`config.mk`:
```
export PLATFORM = sky130hd
export DESIGN_NAME = mp_add_seq
export DESIGN_NICKNAME = d
export VERILOG_FILES = /design/src/rtl/mp_add_pkg.sv /design/src/rtl/adder_carry_para.sv /design/src/rtl/mp_add_seq.sv
export SDC_FILE = /design/constraint.sdc
export NUM_CORES = 1
export LEC_CHECK = 0
export ABC_AREA = 1
export BUFFER_PORTS_ARGS = -buffer_cell sky130_fd_sc_hd__buf_4
export CAP_MARGIN = 5
export CORE_ASPECT_RATIO = 0.75
export CORE_UTILIZATION = 55
export CTS_CLUSTER_DIAMETER = 200
export DETAILED_ROUTE_END_ITERATION = 16
export PLACE_DENSITY = 0.81
export SKIP_LAST_GASP = 1
export SLEW_MARGIN = 20
export SYNTH_ARGS = -nofsm -noshare
export SYNTH_HDL_FRONTEND = slang
export SYNTH_SLANG_ARGS = --single-unit
```
`constraint.sdc`:
```
create_clock -name clk -period 5.15 [get_ports clk]
set_clock_uncertainty 0.05 [all_clocks]
set_input_delay 0.515 -clock clk [delete_from_list [all_inputs] [get_ports clk]]
set_output_delay 0.515 -clock clk [all_outputs]
set_load 0.005 [all_outputs]
```
`src/rtl/mp_add_pkg.sv`:
```
// Shared types for the multi-precision adder sequencer.
// Optional subtract mode is enabled by MP_ADD_SUB_EN in mp_add_seq.
package mp_add_pkg;

  typedef enum logic [1:0] {
    idle = 2'd0,
    op   = 2'd1,
    done = 2'd2
  } state_type;

endpackage

```
`src/rtl/adder_carry_para.sv`:
```
// N-bit ripple-carry adder slice shared across all slices of a wide operand.
module adder_carry_para #(
  parameter int N = 8
) (
  input  logic [N-1:0] a,
  input  logic [N-1:0] b,
  input  logic         cin,
  output logic [N-1:0] sum,
  output logic         cout
);

  assign {cout, sum} = {1'b0, a} + {1'b0, b} + {{N{1'b0}}, cin};

endmodule

```
`src/rtl/mp_add_seq.sv`:
```
// Multi-precision adder: one N-bit slice time-shared over K cycles, carry chained via a register.
// Define MP_ADD_SUB_EN to add the 'sub' port (a-b mod 2^W, cout=1 means no borrow).
module mp_add_seq
  import mp_add_pkg::*;
#(
  parameter int N = 8,
  parameter int K = 4
) (
  input  logic           clk,
  input  logic           reset,
  input  logic           start,
`ifdef MP_ADD_SUB_EN
  input  logic           sub,
`endif
  input  logic [N*K-1:0] a,
  input  logic [N*K-1:0] b,
  output logic           ready,
  output logic           done_tick,
  output logic [N*K-1:0] sum,
  output logic           cout
);

  localparam int W  = N * K;
  localparam int IW = (K > 1) ? $clog2(K) : 1;
  localparam logic [IW-1:0] i_last = IW'(K - 1);

  state_type       state_r, state_next_s;
  logic [W-1:0]    a_r, b_r, sum_r;
  logic            carry_r, cout_r;
  logic [IW-1:0]   i_r;
  logic            ready_r, done_r;
  logic            ready_next_s, done_next_s;
  logic [N-1:0]    slice_b_s, slice_sum_s;
  logic            slice_cout_s, carry_init_s;

`ifdef MP_ADD_SUB_EN
  logic            sub_r;

  // Subtract: invert the b slice and seed the carry with 1 (two's complement).
  always_comb begin
    carry_init_s = sub;
    if (sub_r) begin
      slice_b_s = ~b_r[N-1:0];
    end else begin
      slice_b_s = b_r[N-1:0];
    end
  end

  // Operation mode captured with the operands.
  always_ff @(posedge clk) begin
    if (reset) begin
      sub_r <= 1'b0;
    end else if (state_r == idle && start) begin
      sub_r <= sub;
    end
  end
`else
  // Add-only b path.
  always_comb begin
    carry_init_s = 1'b0;
    slice_b_s    = b_r[N-1:0];
  end
`endif

  adder_carry_para #(.N(N)) u_slice (
    .a    (a_r[N-1:0]),
    .b    (slice_b_s),
    .cin  (carry_r),
    .sum  (slice_sum_s),
    .cout (slice_cout_s)
  );

  // State register plus registered Moore outputs.
  always_ff @(posedge clk) begin
    if (reset) begin
      state_r <= idle;
      ready_r <= 1'b1;
      done_r  <= 1'b0;
    end else begin
      state_r <= state_next_s;
      ready_r <= ready_next_s;
      done_r  <= done_next_s;
    end
  end

  // Next-state logic.
  always_comb begin
    state_next_s = state_r;
    case (state_r)
      idle: begin
        if (start) begin
          state_next_s = op;
        end else begin
          state_next_s = idle;
        end
      end
      op: begin
        if (i_r == i_last) begin
          state_next_s = done;
        end else begin
          state_next_s = op;
        end
      end
      done:    state_next_s = idle;
      default: state_next_s = idle;
    endcase
  end

  // Output decode from the next state so ready/done_tick come straight from flops.
  always_comb begin
    ready_next_s = 1'b0;
    done_next_s  = 1'b0;
    case (state_next_s)
      idle:    ready_next_s = 1'b1;
      done:    done_next_s  = 1'b1;
      default: begin
        ready_next_s = 1'b0;
        done_next_s  = 1'b0;
      end
    endcase
  end

  // Datapath: operand load on accept, then one slice per op cycle shifted in from the top.
  always_ff @(posedge clk) begin
    if (reset) begin
      a_r     <= {W{1'b0}};
      b_r     <= {W{1'b0}};
      sum_r   <= {W{1'b0}};
      cout_r  <= 1'b0;
      carry_r <= 1'b0;
      i_r     <= {IW{1'b0}};
    end else begin
      case (state_r)
        idle: begin
          if (start) begin
            a_r     <= a;
            b_r     <= b;
            carry_r <= carry_init_s;
            i_r     <= {IW{1'b0}};
          end
        end
        op: begin
          sum_r   <= {slice_sum_s, sum_r[W-1:N]};
          a_r     <= a_r >> N;
          b_r     <= b_r >> N;
          carry_r <= slice_cout_s;
          cout_r  <= slice_cout_s;
          i_r     <= i_r + IW'(1);
        end
        default: ;
      endcase
    end
  end

  assign ready     = ready_r;
  assign done_tick = done_r;
  assign sum       = sum_r;
  assign cout      = cout_r;

endmodule

```
* Word-level counts from Yosys, hierarchy flattened
Cells that the tools add are included.
** Storage, ports and cells
- Bits in registers :: 104
- Output and inout port bits :: 35
- Word-level logic and storage cells :: 33
** Cells by class
- $add $sub $neg :: 3
- Equal/unequal tests :: 4
- Mux-type cells :: 13
- Reductions and logical operators :: 4
** Operators by type and width (number)
- case mux 32 bit (2 select lines) :: 2
- two-way mux 32 bit :: 2
- adder 8 x 8 -> 9 bit :: 1
- adder 9 x 1 -> 9 bit :: 1
- case mux 2 bit (2 select lines) :: 2
- == test 2 bit (second input constant) :: 2
- logical NOT 2 bit :: 2
- two-way mux 1 bit :: 4
- two-way mux 2 bit :: 2
- adder 2 x 1 -> 2 bit (second input constant) :: 1
- == test 2 x 1 -> 1 bit (second input constant) :: 1
- inequality test 2 bit (second input constant) :: 1
- case mux 1 bit (2 select lines) :: 1
- AND reduction 2 bit :: 1
- nonzero test 2 bit :: 1

* Logic depth before layout (Yosys ltp)
Gate-level depths: netlist of the first run.
- Depth in word-level cells :: 5
- Mapped depth :: 9

* By module
Synthesis of the first run repeated with hierarchy kept, for this count alone.
** Second synthesis, totals
- Cell total of the unflattened synthesis :: 764
- Area total of the unflattened synthesis :: 4963.5 um^2
** By module, submodules not included
- mp_add_seq :: instances 1, cells an instance 705, area an instance 4579.4 um^2, sequential area each 2082.0 um^2
- adder_carry_para :: instances 1, cells an instance 59, area an instance 384.1 um^2, sequential area each 0.0 um^2

* Least setup slack after synthesis of the first run
No wires, ideal clock.
- Path type :: flip-flop to flip-flop
- From :: register a_r[0]
- To :: register carry_r
- Setup time :: 132 ps
- Data arrival time :: 1596 ps
- Data required time :: 4968 ps
- Slack :: 3372 ps
- Cell stages (with the launch flop) :: 9
- Path through :: dfxtp_1 > fa_1 > fa_1 > nand2_1 > nand2_1 > nand3b_1 > nand3b_1 > nand2_1 > a21oi_1
** On the way
- Longest elaborated chain between the ends :: 3
** Ends and longest elaborated chain
- start: declaration :: line mp_add_seq.sv:28 : logic [W-1:0] a_r, b_r, sum_r;
- start signal: assignment :: line mp_add_seq.sv:126 : a_r <= {W{1'b0}};
- start signal: assignment :: line mp_add_seq.sv:144 : a_r <= a_r >> N;
- adder 8 x 8 -> 9 bit :: line adder_carry_para.sv:12 : assign {cout, sum} = {1'b0, a} + {1'b0, b} + {{N{1'b0}}, cin};
- adder 9 x 1 -> 9 bit :: line adder_carry_para.sv:12
- case mux 1 bit (2 select lines) :: line mp_add_seq.sv:133 : case (state_r)
- end signal: assignment :: line mp_add_seq.sv:138 : carry_r <= carry_init_s;
- end signal: assignment :: line mp_add_seq.sv:146 : carry_r <= slice_cout_s;
- end: declaration :: line mp_add_seq.sv:29 : logic carry_r, cout_r;
Every way passes these cells.
A chain may end at the register's enable or synchronous reset.

* Worst setup path after layout of the first run
- From :: register state_r[0]
- To :: register carry_r
** On the way
- Longest elaborated chain between the ends :: 3
- Elaborated cells between the ends (all ways) :: 6
- Those cells by class :: eq/ne (2); mux (1); reduce/logical (3)
** Ends and longest elaborated chain
- start: declaration :: line mp_add_seq.sv:27 : state_type state_r, state_next_s;
- start signal: assignment :: line mp_add_seq.sv:76 : state_r <= idle;
- start signal: assignment :: line mp_add_seq.sv:80 : state_r <= state_next_s;
- == test 2 x 1 -> 1 bit or logical NOT 2 bit (tied branches) :: line mp_add_seq.sv:133
- nonzero test 2 bit (no source line) or inequality test 2 bit (tied branches)
- AND reduction 2 bit (no source line)
Several ways; a longest one is shown, not always the timed one.

==> flow_metrics.py, run 1 <==
metrics = {
    "run_status": {
        "status": "complete, no violations",
    },
    "clock_network": {
        "htree_levels": 3,
        "cts_resized": 0,
        "clk_latency_ps": 370,
        "cts.clk_slew.worst_paths_ps": 100,
        "tritoncts": "yes",
        "clock_path_buffers": 2,
        "cts_setup_buffers": 0,
        "holdBufCountCts": 0,
        "root_buffer": "clkbuf_8",
        "cts_sinks": 104,
        "cts-buffers-inserted": 9,
    },
    "cells_and_area": {
        "drive_gt1_frac": 0.1966,
        "nNetsFinal": 713,
        "instances_no_fill": 742,
        "n_antenna_cell": 0,
        "fill_cells": 646,
        "syn2layout_area_growth_pct": 20.66,
    },
    "setup_path": {
        "cp-end-kind": "flip-flop",
        "crit_arrival_ps": 2960,
        "startpoint_type": "flip-flop",
        "r2r_end": "carry_r",
        "r2r_start": "state_r[0]",
        "r2r_setup_slack_ps": 2450,
        "r2r_cells": 7,
        "crit_type": "reg2reg",
        "cp_max_fo": 81,
        "crit_required_ps": 5400,
    },
    "grt": {
        "grt_overflow": 0,
        "grt_pass1_wl_mm": 16.60,
        "grt_use_total": 0.2520,
        "antenna_found_initial": 0,
        "grt_max_degree": 100,
        "grt_pass1_vias": 3656,
    },
    "sta": {
        "worst_pin_slew_ps": 1043,
        "max-slew-margin-rel": 0.3049,
        "fin_crit_ps": 2703,
        "rsz0062_at_grt": "no",
        "drv_slew": 0,
        "timing.final.setup_violations": 0,
        "post-route-period-util": 0.5248,
        "hold_viol": 0,
        "max_freq_ghz": 0.3700,
        "tns_ps": 0,
    },
    "worst_hold_path": {
        "hold_path.startpoint": "a[26]",
        "hold_class": "in2reg",
        "hold_depth": 3,
        "hold_end": "a_r[26]",
    },
    "floorplan": {
        "dieWidth_um": 104.2,
        "die_h_um": 78.68,
        "dieArea_um2": 8201,
        "io-pin-count": 102,
        "fp-row-count": 27,
        "start_util": 0.5775,
        "core_area_um2": 7466,
    },
    "synthesis": {
        "synth.top_cell.area_share": 0.4829,
        "synth_top_family_by_area": "simple AND/OR/NAND/NOR gates",
        "ys_types": 26,
        "yosys.area.top_type": "dfxtp_1",
        "syn_inst": 564,
        "ys_ff_latch": 104,
        "synthSimpleGateAreaFrac": 0.2156,
        "synth_xor_area_frac": 0.006094,
        "synthesis.area_um2": 4312,
        "ys_seq_area_frac": 0.4829,
        "synth_compound_area_frac": 0.1967,
        "yosys_warnings": 0,
        "synth_mux_area_frac": 0,
        "syn_nets": 641,
        "synthAdderAreaFrac": 0.03250,
        "synthTopCellsByArea": "dfxtp_1 48%, nand2_1 12%, o21ai_0 8.2%, a31oi_1 7.0%, nor2_1 5.4%",
        "avgSynthCellArea_um2": 7.645,
    },
    "run": {
        "drv_cap": 0,
    },
    "pwr": {
        "netSwitchingPower_w": 0.0004996,
        "vdd_drop_max_mv": 0.1920,
        "p_leak_nw": 2.291,
        "seqPwrFrac": 0.520,
        "power_density_nw_per_um2": 343.6,
        "p_int_w": 0.001288,
        "p_clk_frac": 0.301,
        "p_sw_frac": 0.2795,
        "p_comb_frac": 0.179,
    },
    "placed_design": {
        "dp_cells": 726,
        "globalplace.congestion": 0.8391,
        "dp_hpwl_mm": 6.610,
        "port_buffers": 101,
    },
    "routing": {
        "via_count": 4034,
        "drt_iter0_markers": 212,
        "wl_mm": 10.02,
        "wire_per_inst_um": 13.50,
        "antenna_left": 0,
        "vias_per_cell": 5.437,
        "first_pass_iters": 5,
        "drc": 0,
    },
}
-- sequential cells by signal (all words and copies together) (netlist names) --
name       flops
ready          1
i_r            2
state_r        2
carry_r        1
sum           32
b_r           32
cout           1
a_r           32
done_tick      1
-- cell usage in the layout, fill, tap and decap left out --
cell type,count
bufinv_16,1
xor2_1,1
clkbuf_1,1
inv_2,4
inv_1,14
ha_1,8
nand2_4,2
or2_2,1
fa_1,2
o21ai_0,71
xnor2_1,2
nor2_4,1
buf_4,102
nor2_1,62
nand2_2,1
clkinv_4,1
clkbuf_8,12
dfxtp_1,104
inv_6,1
nand3_1,22
nand2_1,140
nand3b_1,2
o21bai_1,1
a31oi_1,48
a21oi_1,28
o21ai_1,9
-- cell families (layout without fill, tap and decap cells) --
| family | Yosys count | after routing |
|---|---|---|
| simple gates | 231 | 231 |
| compound gates | 157 | 157 |
| flops | 104 | 104 |
| fa+ha+maj | 10 | 10 |
| xor+xnor | 3 | 3 |
| buf+inv | 59 | 136 |
-- through the flow --
step	instance area [µm²]	util	worst slack (ps)	hold slack (ps)	total power [W]
global route	5202	0.6968	2143	359.8	0.001882
CTS	5202	0.6968	2467	355.6	0.001796
finish	5202	0.6968	2447	365.7	0.001788
detailed placement	4986	0.6678	2477	404.3	0.001265
global placement	4986	0.6678	2553	393.1	0.001253
floorplan	4312	-	3372	378.9	0.001149
-- cell usage after synthesis --
cell / instances
a21oi_1: 28
nand3_1: 22
o21bai_1: 1
ha_1: 8
clkbuf_2: 1
dfxtp_1: 104
nor2_1: 62
inv_2: 4
buf_4: 6
xnor2_1: 2
fa_1: 2
or2_2: 1
o21ai_0: 71
nand2_4: 2
nand2_1: 140
nor2_4: 1
nand3b_1: 2
o21ai_1: 9
buf_1: 1
buf_2: 14
a31oi_1: 48
buf_6: 3
clkbuf_1: 16
inv_1: 14
xor2_1: 1
nand2_2: 1
-- worst max-delay path, stage by stage, from the launching register on --
cell and delay, ps:
dfxtp_1 430, nand2_4 450, inv_2 730, buf_4 510, o21ai_0 150, inv_1 70, nand2_1 70, a21oi_1 120
-- power groups by stage --
stage / Clock (W) / Combinational (W) / Sequential (W)
floorplan: 0 / 0.000215 / 0.000934
CTS: 0.000547 / 0.000320 / 0.000928
detailed placement: 0 / 0.000319 / 0.000946
global placement: 0 / 0.000309 / 0.000944
finish: 0.000538 / 0.000320 / 0.000929
global route: 0.000579 / 0.000364 / 0.000939
-- cell type report --
type	count	area, µm²	share of cell area
clock buffer	13	168.9	0.03247
clock inverter	3	47.55	0.009139
inverter	18	67.56	0.01299
multi-input combinational	401	1944	0.3737
sequential	104	2082	0.4002
tap	101	126.4	0.02429
timing repair buffer	102	765.7	0.1472
-- metal layers --
layer	wire, µm	track usage
met5	0	0
met1	4799	0.3385
met2	4546	0.4100
met4	76	0.04857
met3	594	0.06728
-- worst max path at each step --
stage | startpoint | to | slack, ps | depth (start not counted)
6_report | state_r[0] | carry_r | 2450 | 7
4_1_cts | state_r[0] | carry_r | 2470 | 7
2_1_floorplan | a_r[0] | carry_r | 3370 | 8
3_3_place_gp | state_r[0] | cout | 2550 | 7
3_5_place_dp | state_r[0] | carry_r | 2480 | 7
5_1_grt | state_r[0] | cout | 2140 | 7
Note: power is estimated with default switching activity, not from simulation.
==> run 2, diff against run 1 <==
ABC_AREA = 0   (was 1)
CORE_UTILIZATION = 48   (was 55)
PLACE_DENSITY = 0.75   (was 0.81)
clock period = 2.2 ns   (was 5.15 ns; I/O delays follow)
==> run 2 against run 1 <==
The run now ends with design-rule violations, negative setup slack left. Register-to-register slack worse by 2400 ps. Wire length up 7.7%. Total power up 140%. Synthesized cell count down 4.3%. Largest power group unchanged. Cell count down 1.2%. Global-route usage down 1.8 points. Synthesized area unchanged. Flip-flop and latch count unchanged.
==> flow_metrics.py, run 2 <==
metrics = {
    "grt": {
        "grt_max_degree": 91,
        "grt_pass1_wl_mm": 17.66,
        "grt_overflow": 0,
        "antenna_found_initial": 0,
        "grt_pass1_vias": 3674,
        "grt_use_total": 0.2342,
    },
    "synthesis": {
        "synth.most_common_cell": "nand2_1",
        "yosys_warnings": 0,
        "synthTopCellsByArea": "dfxtp_1 48%, nand2_1 15%, a311oi_1 9.8%, a21oi_1 5.9%, nor2_1 5.0%",
        "ys_ff_latch": 104,
        "avgSynthCellArea_um2": 7.985,
        "async_flop_share": 0,
        "synthesis.area_um2": 4312,
        "ys_seq_area_frac": 0.4829,
        "synthTopCellsByCount": "171 x nand2_1, 104 x dfxtp_1, 58 x nor2_1, 51 x a21oi_1, 48 x a311oi_1",
        "synth-main-ff-cell": "dfxtp_1",
        "syn_nets": 617,
        "ys_types": 33,
        "synth.top_cell.area_share": 0.4829,
        "synth-edff-count": 0,
        "syn_inst": 540,
        "yosys.area.top_type": "dfxtp_1",
    },
    "run_status": {
        "status": "finished with violations",
        "violations": "design-rule violations, negative setup slack",
    },
    "setup_path": {
        "crit_required_ps": 2380,
        "startpoint_type": "flip-flop",
        "crit_type": "reg2reg",
        "cp_max_fo": 2,
        "r2r_start": "carry_r",
        "slowest_delay_ps": 400,
        "cp_slowest_cell": "fa_2",
        "r2r_end": "carry_r",
        "r2r_cells": 7,
        "r2r_setup_slack_ps": -2,
        "cpLargestDelayFamily": "compound AO/OA/AOI/OAI gates",
        "cp_num_buf_inv": 0,
        "cp-end-kind": "flip-flop",
        "crit_chain": "fa_2 > fa_2 > a21o_1 > a211o_1 > a21oi_2 > a21oi_2 > a31o_2",
        "crit_arrival_ps": 2390,
    },
    "cells_and_area": {
        "fill_cells": 737,
        "drive_gt1_frac": 0.2224,
        "ff_latch_area_um2": 2083,
        "multiInputGateArea_um2": 2043,
        "syn2layout_area_growth_pct": 25.86,
        "final_common_cell": "nand2_1",
        "instances_no_fill": 733,
        "nNetsFinal": 697,
        "final_cell_mix": "170 x nand2_1, 111 x buf_4, 103 x dfxtp_1, 58 x nor2_1, 50 x a21oi_1",
        "n_antenna_cell": 0,
    },
    "routing": {
        "wl_mm": 10.79,
        "drc": 6,
        "vias_per_cell": 5.431,
        "first_pass_iters": 11,
        "wire_per_inst_um": 14.72,
        "drt_iter0_markers": 307,
        "via_count": 3981,
        "antenna_left": 0,
    },
    "pwr": {
        "p_comb_frac": 0.147,
        "p_int_w": 0.003076,
        "netSwitchingPower_w": 0.001187,
        "power_density_nw_per_um2": 785.7,
        "p_leak_nw": 2.241,
        "p_sw_frac": 0.2785,
        "p_clk_frac": 0.361,
        "vdd_drop_max_mv": 0.5170,
        "seqPwrFrac": 0.491,
        "total_power_w": 0.004263,
    },
    "floorplan": {
        "core_area_um2": 8600,
        "dieArea_um2": 9370,
        "dieWidth_um": 111.4,
        "io-pin-count": 102,
        "start_util": 0.5014,
        "fp-row-count": 29,
        "die_h_um": 84.08,
    },
    "clock_network": {
        "cts_sinks": 104,
        "clk_latency_ps": 340,
        "cts-buffers-inserted": 9,
        "tritoncts": "yes",
        "htree_levels": 3,
        "cts.clk_slew.worst_paths_ps": 80,
        "holdBufCountCts": 0,
        "clock_path_buffers": 2,
        "root_buffer": "clkbuf_16",
    },
    "run": {
        "drv_cap": 0,
    },
    "placed_design": {
        "port_buffers": 101,
        "preCtsSetupSlack_ps": -50.56,
        "dp_hpwl_mm": 7.309,
        "globalplace.congestion": 0.8013,
        "dp_cells": 716,
    },
    "sta": {
        "max_freq_ghz": 0.4542,
        "setup_ws_ps": -1.636,
        "tns_ps": -1.636,
        "post-route-period-util": 1.001,
        "rsz0062_at_grt": "yes",
        "worst_pin_slew_ps": 775.3,
        "drv_slew": 0,
        "max-slew-margin-rel": 0.4831,
        "hold_viol": 0,
        "timing.final.setup_violations": 1,
        "fin_crit_ps": 2202,
        "hold-worst-slack_ps": 63.94,
    },
    "worst_hold_path": {
        "hold_class": "in2reg",
        "hold_depth": 3,
        "hold_end": "b_r[27]",
        "hold_path.startpoint": "b[27]",
    },
}
==> run 2: changes by cell type in the layout (fill, tap and decap cells not counted), sizes merged, moves of 5 or more <==
cell / previous run / this run
a21oi: 28 / 52
inv: 19 / 4
o21ai: 80 / 4
buf: 102 / 113
nand2: 143 / 171
a311oi: 0 / 48
nor2: 63 / 58
a31oi: 48 / 0
==> run 2: per-layer routing <==
metal	global-route usage	share of wire	up-vias
li1	-	-	2014
met1	0.3280	0.49	1829
met2	0.3648	0.45	130
met3	0.05447	0.060	8
met4	0.05528	0.0084	0
met5	0	0	-
==> run 2: through the flow <==
stage               cell area (µm²)    util
floorplan                      4317       -
global placement               5126  0.5961
detailed placement             5126  0.5961
CTS                            5426  0.6310
global route                   5426  0.6310
finish                         5426  0.6310
==> run 2: what timing repair did <==
| action | 4_1_cts | 5_1_grt |
|---|---|---|
| gates resized for setup | 2 | 0 |
| setup buffers | 1 | 0 |
| endpoints found under the setup margin | 3 | 2 |
| pin swaps | 4 | 1 |
==> run 2: area by class of cell <==
class	count	share of cell area
inverters	1	0.0006917
clock buffers	9	0.04150
repair buffers	113	0.1609
clock inverters	7	0.01153
well taps	108	0.02490
multi-input cells	391	0.3765
flip-flops and latches	104	0.3839
==> run 2: how the worst max path moves through the flow <==
stage | startpoint | to | slack, ps | depth (start not counted)
floorplan | a_r[0] | carry_r | 50 | 7
global placement | a_r[0] | carry_r | 10 | 7
detailed placement | a_r[0] | carry_r | -50 | 7
CTS | carry_r | carry_r | 3 | 7
global route | carry_r | carry_r | -50 | 7
finish | carry_r | carry_r | -2 | 7
==> run 2: worst reg2reg max path, delay by kind of cell (launching register included) <==
kind | cells | cell delay, ps
compound gates | 5 | 970
fa+ha+maj | 2 | 760
flops | 1 | 330
==> run 2: cells by family after synthesis <==
kind of cell | share of synthesized area
simple gates | 0.2409
compound gates | 0.1892
flops | 0.4829
buf+inv | 0.04846
fa+ha+maj | 0.03250
xor+xnor | 0.006095
==> run 2: power groups by stage <==
stage                     clock network (W)  registers, W  logic (W)
after floorplan                           0       0.00211   0.000408
after global placement                    0       0.00213   0.000610
after detailed placement                  0       0.00214   0.000620
after CTS                           0.00157       0.00209   0.000627
after global routing                0.00165       0.00211   0.000694
final                               0.00154       0.00209   0.000628
==> run 3, diff against run 2 <==
CORE_ASPECT_RATIO = not set   (was 0.75)
==> run 3 against run 2 <==
Non-clock buffer count increased by 1. Flip-flop and latch count unchanged. Worst hold slack got worse by 20 ps. The flow now finishes without violations.
==> flow_metrics.py, run 3 (synthesis gave the netlist of run 2 again) <==
metrics = {
    "clock_network": {
        "clock_path_buffers": 2,
        "holdBufCountCts": 0,
        "cts-buffers-inserted": 9,
        "tritoncts": "yes",
        "clk_latency_ps": 360,
        "cts.clk_slew.worst_paths_ps": 90,
        "root_buffer": "clkbuf_8",
        "htree_levels": 3,
        "cts_sinks": 104,
    },
    "cells_and_area": {
        "n_antenna_cell": 0,
        "nNetsFinal": 698,
        "syn2layout_area_growth_pct": 24.17,
        "final_cell_mix": "170 x nand2_1, 112 x buf_4, 102 x dfxtp_1, 58 x nor2_1, 50 x a21oi_1",
        "final_common_cell": "nand2_1",
        "final_cell_area_um2": 5354,
        "drive_gt1_frac": 0.2224,
        "instances_no_fill": 733,
    },
    "setup_path": {
        "cp-end-kind": "flip-flop",
        "startpoint_type": "flip-flop",
        "crit_required_ps": 2420,
        "cp_max_fo": 2,
        "r2r_start": "a_r[0]",
        "cp_slowest_cell": "fa_2",
        "r2r_cells": 7,
        "crit_arrival_ps": 2410,
        "crit_chain": "fa_2 > fa_2 > a21o_1 > a211o_1 > a21oi_2 > a21oi_2 > a31o_2",
        "slowest_delay_ps": 410,
        "crit_type": "reg2reg",
        "r2r_setup_slack_ps": 9,
        "r2r_end": "carry_r",
    },
    "routing": {
        "antenna_left": 0,
        "first_pass_iters": 5,
        "via_count": 4057,
        "drt_iter0_markers": 228,
        "vias_per_cell": 5.535,
        "wire_per_inst_um": 14.15,
        "drc": 0,
        "wl_mm": 10.37,
    },
    "floorplan": {
        "die_h_um": 96.78,
        "core_area_um2": 8721,
        "io-pin-count": 102,
        "dieWidth_um": 96.78,
        "fp-row-count": 34,
        "dieArea_um2": 9365,
        "start_util": 0.4944,
    },
    "sta": {
        "timing.final.setup_violations": 0,
        "hold_viol": 0,
        "max-slew-margin-rel": 0.6438,
        "worst_pin_slew_ps": 532.4,
        "post-route-period-util": 0.9958,
        "rsz0062_at_grt": "yes",
        "max_freq_ghz": 0.4565,
        "fin_crit_ps": 2191,
        "drv_slew": 0,
        "hold-worst-slack_ps": 43.87,
    },
    "pwr": {
        "p_clk_frac": 0.310,
        "p_sw_frac": 0.2647,
        "power_density_nw_per_um2": 736.4,
        "vdd_drop_max_mv": 0.5250,
        "p_comb_frac": 0.159,
        "netSwitchingPower_w": 0.001044,
        "p_leak_nw": 2.209,
        "seqPwrFrac": 0.531,
        "p_int_w": 0.002899,
    },
    "worst_hold_path": {
        "hold_class": "in2reg",
        "hold_end": "b_r[28]",
        "hold_path.startpoint": "b[28]",
        "hold_depth": 3,
    },
    "placed_design": {
        "globalplace.congestion": 0.8409,
        "dp_hpwl_mm": 7.270,
        "port_buffers": 101,
        "dp_cells": 716,
        "place_area_um2": 5126,
    },
    "grt": {
        "grt_pass1_wl_mm": 16.97,
        "grt_max_degree": 66,
        "grt_use_total": 0.2231,
        "grt_overflow": 0,
        "grt_pass1_vias": 3730,
        "antenna_found_initial": 0,
    },
    "run": {
        "drv_cap": 0,
    },
    "run_status": {
        "status": "complete, no violations",
    },
}
-- run 3: cell types whose count changed in the layout (fill, tap and decap cells not counted), sizes merged --
cell      delta
inv          -3
clkinv       -2
clkbuf       +4
buf          +1
bufinv       +1
clkinvlp     -1
-- run 3: area by class of cell --
type / count / area, µm²
fillers: 797 / 3367
flip-flops and latches: 104 / 2085
multi-input cells: 391 / 2043
repair buffers: 114 / 880.8
clock buffers: 13 / 168.9
well taps: 108 / 135.1
clock inverters: 2 / 37.54
inverters: 1 / 3.754
-- run 3: timing repair --
| action | in CTS | in global routing |
|---|---|---|
| cloned | 0 | 0 |
| resized for setup | 2 | 1 |
| buffers inserted | 0 | 2 |
| pin swaps | 6 | 3 |
| setup endpoints to repair | 1 | 3 |
| endpoints found under the hold margin | 0 | 0 |
-- run 3: through the flow --
step / TNS, ps / power, W / util / setup WS (ps)
after floorplan: 0 / 0.002518 / - / 49.40
after global placement: 0 / 0.002738 / 0.5878 / 27.34
after detailed placement: -16.47 / 0.002755 / 0.5878 / -16.47
after CTS: -21.60 / 0.003964 / 0.6121 / -17.35
after global routing: -43.05 / 0.004138 / 0.6139 / -29.62
final: 0 / 0.003943 / 0.6139 / 9.213
-- run 3: power by group through the flow --
stage                     combinational [W]  sequential, W  clock [W]
after floorplan                    0.000408        0.00211          0
after global placement             0.000605        0.00213          0
after detailed placement           0.000617        0.00214          0
after CTS                          0.000621        0.00209    0.00125
after global routing               0.000699        0.00211    0.00133
final                              0.000626        0.00209    0.00122
-- run 3: worst max-delay path by stage --
stage,slack [ps],end,from
floorplan,50,carry_r,a_r[0]
global placement,30,carry_r,a_r[0]
detailed placement,-20,carry_r,a_r[0]
CTS,-20,carry_r,carry_r
global route,-30,carry_r,a_r[0]
finish,9,carry_r,a_r[0]
-- run 3: critical path, delay by kind of cell (launching register included) --
| kind | cells | cell delay, ps |
|---|---|---|
| adder cells (fa/ha/maj) | 2 | 760 |
| AO/OA/AOI/OAI | 5 | 950 |
| flip-flops | 1 | 340 |
-- run 3: layer usage --
metal | track usage | share of wire | vias up | wire, µm
li1 | - | - | 2017 | -
met1 | 0.2683 | 0.43 | 1900 | 4459
met4 | 0.06429 | 0.014 | 0 | 150
met5 | 0 | 0 | - | 0
met2 | 0.3938 | 0.50 | 130 | 5179
met3 | 0.05419 | 0.056 | 10 | 584
